==> src/rtl/mips_test_ctrl.sv <==
// Test/boot controller for the pipelined MIPS32 core: register-file init, program load, run, register dump.
// Optional macro SELF_CHECK_EN adds exp_data/mismatch/err_count dump comparison.
module mips_test_ctrl #(
  parameter int DATA_W    = 32,
  parameter int ADDR_W    = 10,
  parameter int NUM_REGS  = 32,
  parameter int RF_AW     = 5,
  parameter int DUMP_REGS = 6,
  parameter int TMO_W     = 16
) (
  input  logic              clk1,
  input  logic              rst,
  input  logic              start,
  input  logic [ADDR_W:0]   prog_len,
  input  logic [TMO_W-1:0]  timeout,
  input  logic              prog_valid,
  input  logic [DATA_W-1:0] prog_data,
  output logic              prog_ready,
  output logic              imem_we,
  output logic [ADDR_W-1:0] imem_addr,
  output logic [DATA_W-1:0] imem_wdata,
  output logic              rf_we,
  output logic [RF_AW-1:0]  rf_addr,
  output logic [DATA_W-1:0] rf_wdata,
  input  logic [DATA_W-1:0] rf_rdata,
  output logic              core_run,
  input  logic              core_halted,
  output logic              dump_valid,
  output logic [RF_AW-1:0]  dump_idx,
  output logic [DATA_W-1:0] dump_data,
  input  logic              dump_ready,
  output logic              busy,
  output logic              done,
  output logic              timed_out,
  output logic [TMO_W-1:0]  cycle_count,
`ifdef SELF_CHECK_EN
  input  logic [DATA_W-1:0] exp_data,
  output logic              mismatch,
  output logic [RF_AW:0]    err_count,
`endif
  output logic [2:0]        dbg_state
);

  // Handshakes: a word moves on any rising edge where valid and ready are both high;
  // valid and its payload never change while waiting for ready.

  typedef enum logic [2:0] {
    S_IDLE, S_INIT, S_LOAD, S_RUN, S_RD, S_CAP, S_OUT, S_DONE
  } state_t;

  localparam logic [RF_AW-1:0] LAST_REG  = RF_AW'(NUM_REGS - 1);
  localparam logic [RF_AW-1:0] LAST_DUMP = RF_AW'(DUMP_REGS - 1);

  state_t              state, state_n;
  logic [RF_AW-1:0]    cnt;
  logic [ADDR_W:0]     widx;
  logic [ADDR_W:0]     len_q;
  logic [TMO_W-1:0]    tmo_q;
  logic [DATA_W-1:0]   dump_q;
  logic                accept_start;
  logic                tmo_hit;
  logic                load_last;

  assign dbg_state    = state;
  assign accept_start = start && (state == S_IDLE || state == S_DONE);
  assign tmo_hit      = (tmo_q != '0) &&
                        (({1'b0, cycle_count} + 1'b1) == {1'b0, tmo_q});
  assign load_last    = prog_valid && ((widx + 1'b1) == len_q);

  always_ff @(posedge clk1) begin
    if (rst) state <= S_IDLE;
    else     state <= state_n;
  end

  always_comb begin
    state_n    = state;
    prog_ready = 1'b0;
    core_run   = 1'b0;
    rf_we      = 1'b0;
    rf_addr    = '0;
    rf_wdata   = '0;
    dump_valid = 1'b0;
    dump_idx   = '0;
    dump_data  = '0;
    busy       = 1'b1;
    done       = 1'b0;
    case (state)
      S_IDLE: begin
        busy = 1'b0;
        if (start) state_n = S_INIT;
      end
      S_INIT: begin
        rf_we    = 1'b1;
        rf_addr  = cnt;
        rf_wdata = DATA_W'(cnt);
        if (cnt == LAST_REG) state_n = (len_q == '0) ? S_RUN : S_LOAD;
      end
      S_LOAD: begin
        prog_ready = 1'b1;
        if (load_last) state_n = S_RUN;
      end
      S_RUN: begin
        core_run = 1'b1;
        if (core_halted || tmo_hit) state_n = S_RD;
      end
      S_RD: begin
        rf_addr = cnt;
        state_n = S_CAP;
      end
      S_CAP: begin
        // synchronous-read register file: data for cnt is visible this cycle
        rf_addr = cnt;
        state_n = S_OUT;
      end
      S_OUT: begin
        dump_valid = 1'b1;
        dump_idx   = cnt;
        dump_data  = dump_q;
        if (dump_ready) state_n = (cnt == LAST_DUMP) ? S_DONE : S_RD;
      end
      S_DONE: begin
        busy = 1'b0;
        done = 1'b1;
        if (start) state_n = S_INIT;
      end
      default: state_n = S_IDLE;
    endcase
  end

  always_ff @(posedge clk1) begin
    if (rst) begin
      cnt         <= '0;
      widx        <= '0;
      len_q       <= '0;
      tmo_q       <= '0;
      dump_q      <= '0;
      imem_we     <= 1'b0;
      imem_addr   <= '0;
      imem_wdata  <= '0;
      cycle_count <= '0;
      timed_out   <= 1'b0;
`ifdef SELF_CHECK_EN
      mismatch    <= 1'b0;
      err_count   <= '0;
`endif
    end else begin
      imem_we    <= 1'b0;
      imem_addr  <= '0;
      imem_wdata <= '0;
      if (accept_start) begin
        len_q       <= prog_len;
        tmo_q       <= timeout;
        cnt         <= '0;
        widx        <= '0;
        cycle_count <= '0;
        timed_out   <= 1'b0;
`ifdef SELF_CHECK_EN
        mismatch    <= 1'b0;
        err_count   <= '0;
`endif
      end
      case (state)
        S_INIT: cnt <= (cnt == LAST_REG) ? '0 : cnt + 1'b1;
        S_LOAD: begin
          if (prog_valid) begin
            imem_we    <= 1'b1;
            imem_addr  <= widx[ADDR_W-1:0];
            imem_wdata <= prog_data;
            widx       <= widx + 1'b1;
          end
        end
        S_RUN: begin
          if (cycle_count != '1) cycle_count <= cycle_count + 1'b1;
          // a halt seen on the same cycle as the limit is a normal finish
          if (!core_halted && tmo_hit) timed_out <= 1'b1;
        end
        S_CAP: dump_q <= rf_rdata;
        S_OUT: begin
          if (dump_ready) begin
            cnt <= (cnt == LAST_DUMP) ? '0 : cnt + 1'b1;
`ifdef SELF_CHECK_EN
            if (dump_q != exp_data) begin
              mismatch <= 1'b1;
              if (err_count != '1) err_count <= err_count + 1'b1;
            end
`endif
          end
        end
        default: ;
      endcase
    end
  end

endmodule

==> config.mk <==
export PLATFORM = sky130hd
export DESIGN_NAME = mips_test_ctrl
export DESIGN_NICKNAME = d
export VERILOG_FILES = /design/src/rtl/mips_test_ctrl.sv
export SDC_FILE = /design/constraint.sdc
export NUM_CORES = 1
export LEC_CHECK = 0
export ABC_AREA = 1
export CORE_UTILIZATION = 25
export DETAILED_ROUTE_END_ITERATION = 8
export GPL_TIMING_DRIVEN = 0
export PLACE_DENSITY = 0.48
export SYNTH_ARGS = -nofsm -noshare
export SYNTH_HDL_FRONTEND = slang
export SYNTH_SLANG_ARGS = --single-unit
==> constraint.sdc <==
create_clock -name clk1 -period 2.34 [get_ports clk1]
set_input_delay 0.351 -clock clk1 [delete_from_list [all_inputs] [get_ports clk1]]
set_output_delay 0.351 -clock clk1 [all_outputs]
set_load 0.02 [all_outputs]
==> impl_results.md, run 1 <==
- Root Driver: clkbuf_16
- Slew of the pin with the lowest slew margin: 0.787 ns
- Cts hold-fix bufs: 0
- Cell area after synthesis: 0.00639 mm2
- Setup Viol. Count Final: 0
- CTS tree: yes
- WP data required: 1.99 ns
- Reg clk slew, reported paths: 0.07 ns
- # rows: 58
- Top-count cell post-synth: nand2_1
- Area Growth Syn to Fin: 50.4%
- Leading area contributor after synthesis: dfxtp_1
- Gpl congestion: 0.820
- Run status: complete, no violations
- Gr usage total: 0.164
- Place WS: -0.382 ns
- Critical Path Fanout Max: 13
- Initial DRC count: 314
- Overall power: 8.21 mW
- Asr flop ratio synth: 0
- Yosys cell types: 38
- Routed wire length: 21400 um
- CP endpoint kind: primary output
- Ant diodes: 0
- Sum Neg Setup Slack: 0 ns
- Die ar.: 0.0262 mm2
- Max clock buf depth: 2
- Hpwl dp: 16300 um
- Period minus WS final: 2.24 ns
- Grt met2 use: 0.266
- Drt first pass iters: 5
- Worst setup margin: 0.0969 ns
- Max Clk Rate: 446 MHz
- Total number of vias: 6491
- Register-to-register setup slack: 0.23 ns
- Layer with the highest usage: met2
- H-tree lvl count: 4
- Hold Fails Final Rpt: 0
- Worst Path Arrival: 1.89 ns
- WL/cell: 14.0 um
- Core region area: 0.0251 mm2
- Antenna viol nets, final: 0
- Critical path class: flop to primary output
- Worst hold path class: input port to flop
- Peak supply drop: 436 uV
- Global route overflow: 0
- Largest net degree at the start of global routing: 17
- Port bufs: 212
- Skew final: 0.0118 ns
- Fin nets: 1284
- Max Slew Vio Count: 0
- Share of cells above drive strength 1: 0.123
- Synth area leaders: dfxtp_1, nand2_1, nor2_1
- Mapped Cells: 924
- Leakage power: 4.03 nW
- Most common flop cell mapped by yosys: dfxtp_1
- FF+latch count, synth: 138
- EDFF count, synth: 0
- Warnings from Yosys: 0
- CTS buffer count: 17
- Hold Slack: 0.438 ns
- Worst-Skew Late Latency: 0.43 ns
- Max-Cap Viols: 0
- Rel. slew slack: 0.475
- GR Layer Usage met1: 0.215
- Tcrit/Tclk final: 0.959
- Cell Pwr Density: 855 mW/mm2
- DRC errors left: 0
- Num ports: 240
- First-pass GRT wire length: 33200 um
- CP startpoint kind: flop
- Number of global-route vias before repair: 6124
- Most instantiated cells after synthesis: nand2_1, nor2_1, dfxtp_1
- Clock Sinks: 138
- RSZ-0062 raised after global routing: true
- Top-area cell type share of the netlist area: 0.432
- Die height: 162 um
- Sequential area share after synthesis: 0.432
- Vias per inst: 4.26
- M3 GR Usage: 0.0340
- Die Width: 162 um
- Initial Util: 0.255
- Initial antenna violation count: 0
- Synth Area per Inst: 6.92 um2
## flip-flops by register name, summed over array words and instances, names as in the netlist
signal       flops
dump_q          32
cnt              5
imem_wdata      32
tmo_q           16
timed_out        1
len_q           11
widx            11
dbg_state        3
cycle_count     16
imem_we          1
imem_addr       10
## cells by family after synthesis
family                     synth area share
adders and majority gates           0.00979
buffers and inverters                 0.137
and+or+nand+nor                       0.272
other                              0.000587
xor gates and xnor gates             0.0104
muxes                               0.00157
AOI/OAI and AO/OA                     0.136
DFF                                   0.432
## layout make-up
type | instances | area (um2)
fill | 2791 | 15500
multi-input combinational | 609 | 2890
sequential | 138 | 2770
timing repair buffer | 214 | 2000
inverter | 141 | 532
clock buffer | 17 | 425
tap | 330 | 413
buffer | 61 | 364
clock inverter | 15 | 218
## layer usage
metal	share of wire	wire, um
met1	0.47	10000
met2	0.47	9990
met3	0.046	986
met4	0.020	423
met5	0	0
## layout by cell type (no fill, tap or decap), types with 2 or more instances in the layout
cell type,synthesis,layout
nor2_2,10,11
inv_1,137,136
inv_6,0,7
nor2_4,4,6
buf_2,9,25
nor2_1,144,141
a22oi_1,2,2
dlygate4sd2_1,0,17
inv_8,0,3
nor3_1,6,6
nand2_2,5,5
clkdlybuf4s50_1,0,163
a21oi_1,79,78
clkbuf_16,0,17
nand2_1,153,153
o22ai_1,5,5
buf_4,28,31
ha_1,5,3
o21ai_1,2,3
clkbuf_4,0,4
o21ai_0,67,66
clkdlybuf4s15_2,0,4
dlymetal6s2s_1,0,2
bufinv_16,0,3
clkinv_8,0,2
dfxtp_2,0,6
conb_1,1,27
clkbuf_2,0,10
inv_2,4,4
a211oi_1,4,4
nor4_1,3,3
xor2_1,3,3
xnor2_1,2,2
nand3_1,58,58
nand4_1,17,17
dfxtp_1,138,132
clkbuf_1,25,19
## final timing paths
check                       startpoint                        end  cells past startpoint
min reg2reg    dump_q[22]$_SDFFE_PP0P_    dump_q[22]$_SDFFE_PP0P_                      2
max reg2reg  cycle_count[0]$_SDFF_PP0_  dbg_state[2]$_SDFFE_PP0P_                     15
max          dbg_state[2]$_SDFFE_PP0P_              dump_data[21]                      7
min                       prog_data[4]   imem_wdata[4]$_SDFF_PP0_                      3
## critical path, stage by stage (launching register included)
cell             delay [ns]
dfxtp_1                0.34
clkbuf_4               0.20
inv_2                  0.09
nor2_4                 0.17
inv_4                  0.10
clkbuf_4               0.20
nor2_1                 0.09
clkdlybuf4s15_2        0.27
## repair_timing
action                                  in CTS  in global routing
setup buffers                                0                  2
gates resized for setup                    106                 56
endpoints found under the setup margin      50                 55
pin swaps                                    1                  1
## where the power goes
part	internal (mW)	switching [mW]	leakage (nW)	total [mW]
logic	0.880	1.48	2.59	2.36
registers	2.66	0.207	1.12	2.87
clock network	1.74	1.24	0.316	2.98
## through the flow
stage | instance area [um2] | instances | util
floorplan | 6490 | 950 | -
global placement | 9020 | 1492 | 0.359
detailed placement | 9020 | 1492 | 0.359
CTS | 9690 | 1523 | 0.386
global route | 9610 | 1525 | 0.383
finish | 9610 | 1525 | 0.383
Note: power is estimated with default switching activity, not from simulation.
==> run 2, diff against run 1 <==
CTS_BUF_LIST = sky130_fd_sc_hd__clkbuf_16   (was unset)
==> results of run 2 <==
The final DEF is identical to that of run 1; final timing and power are the same.
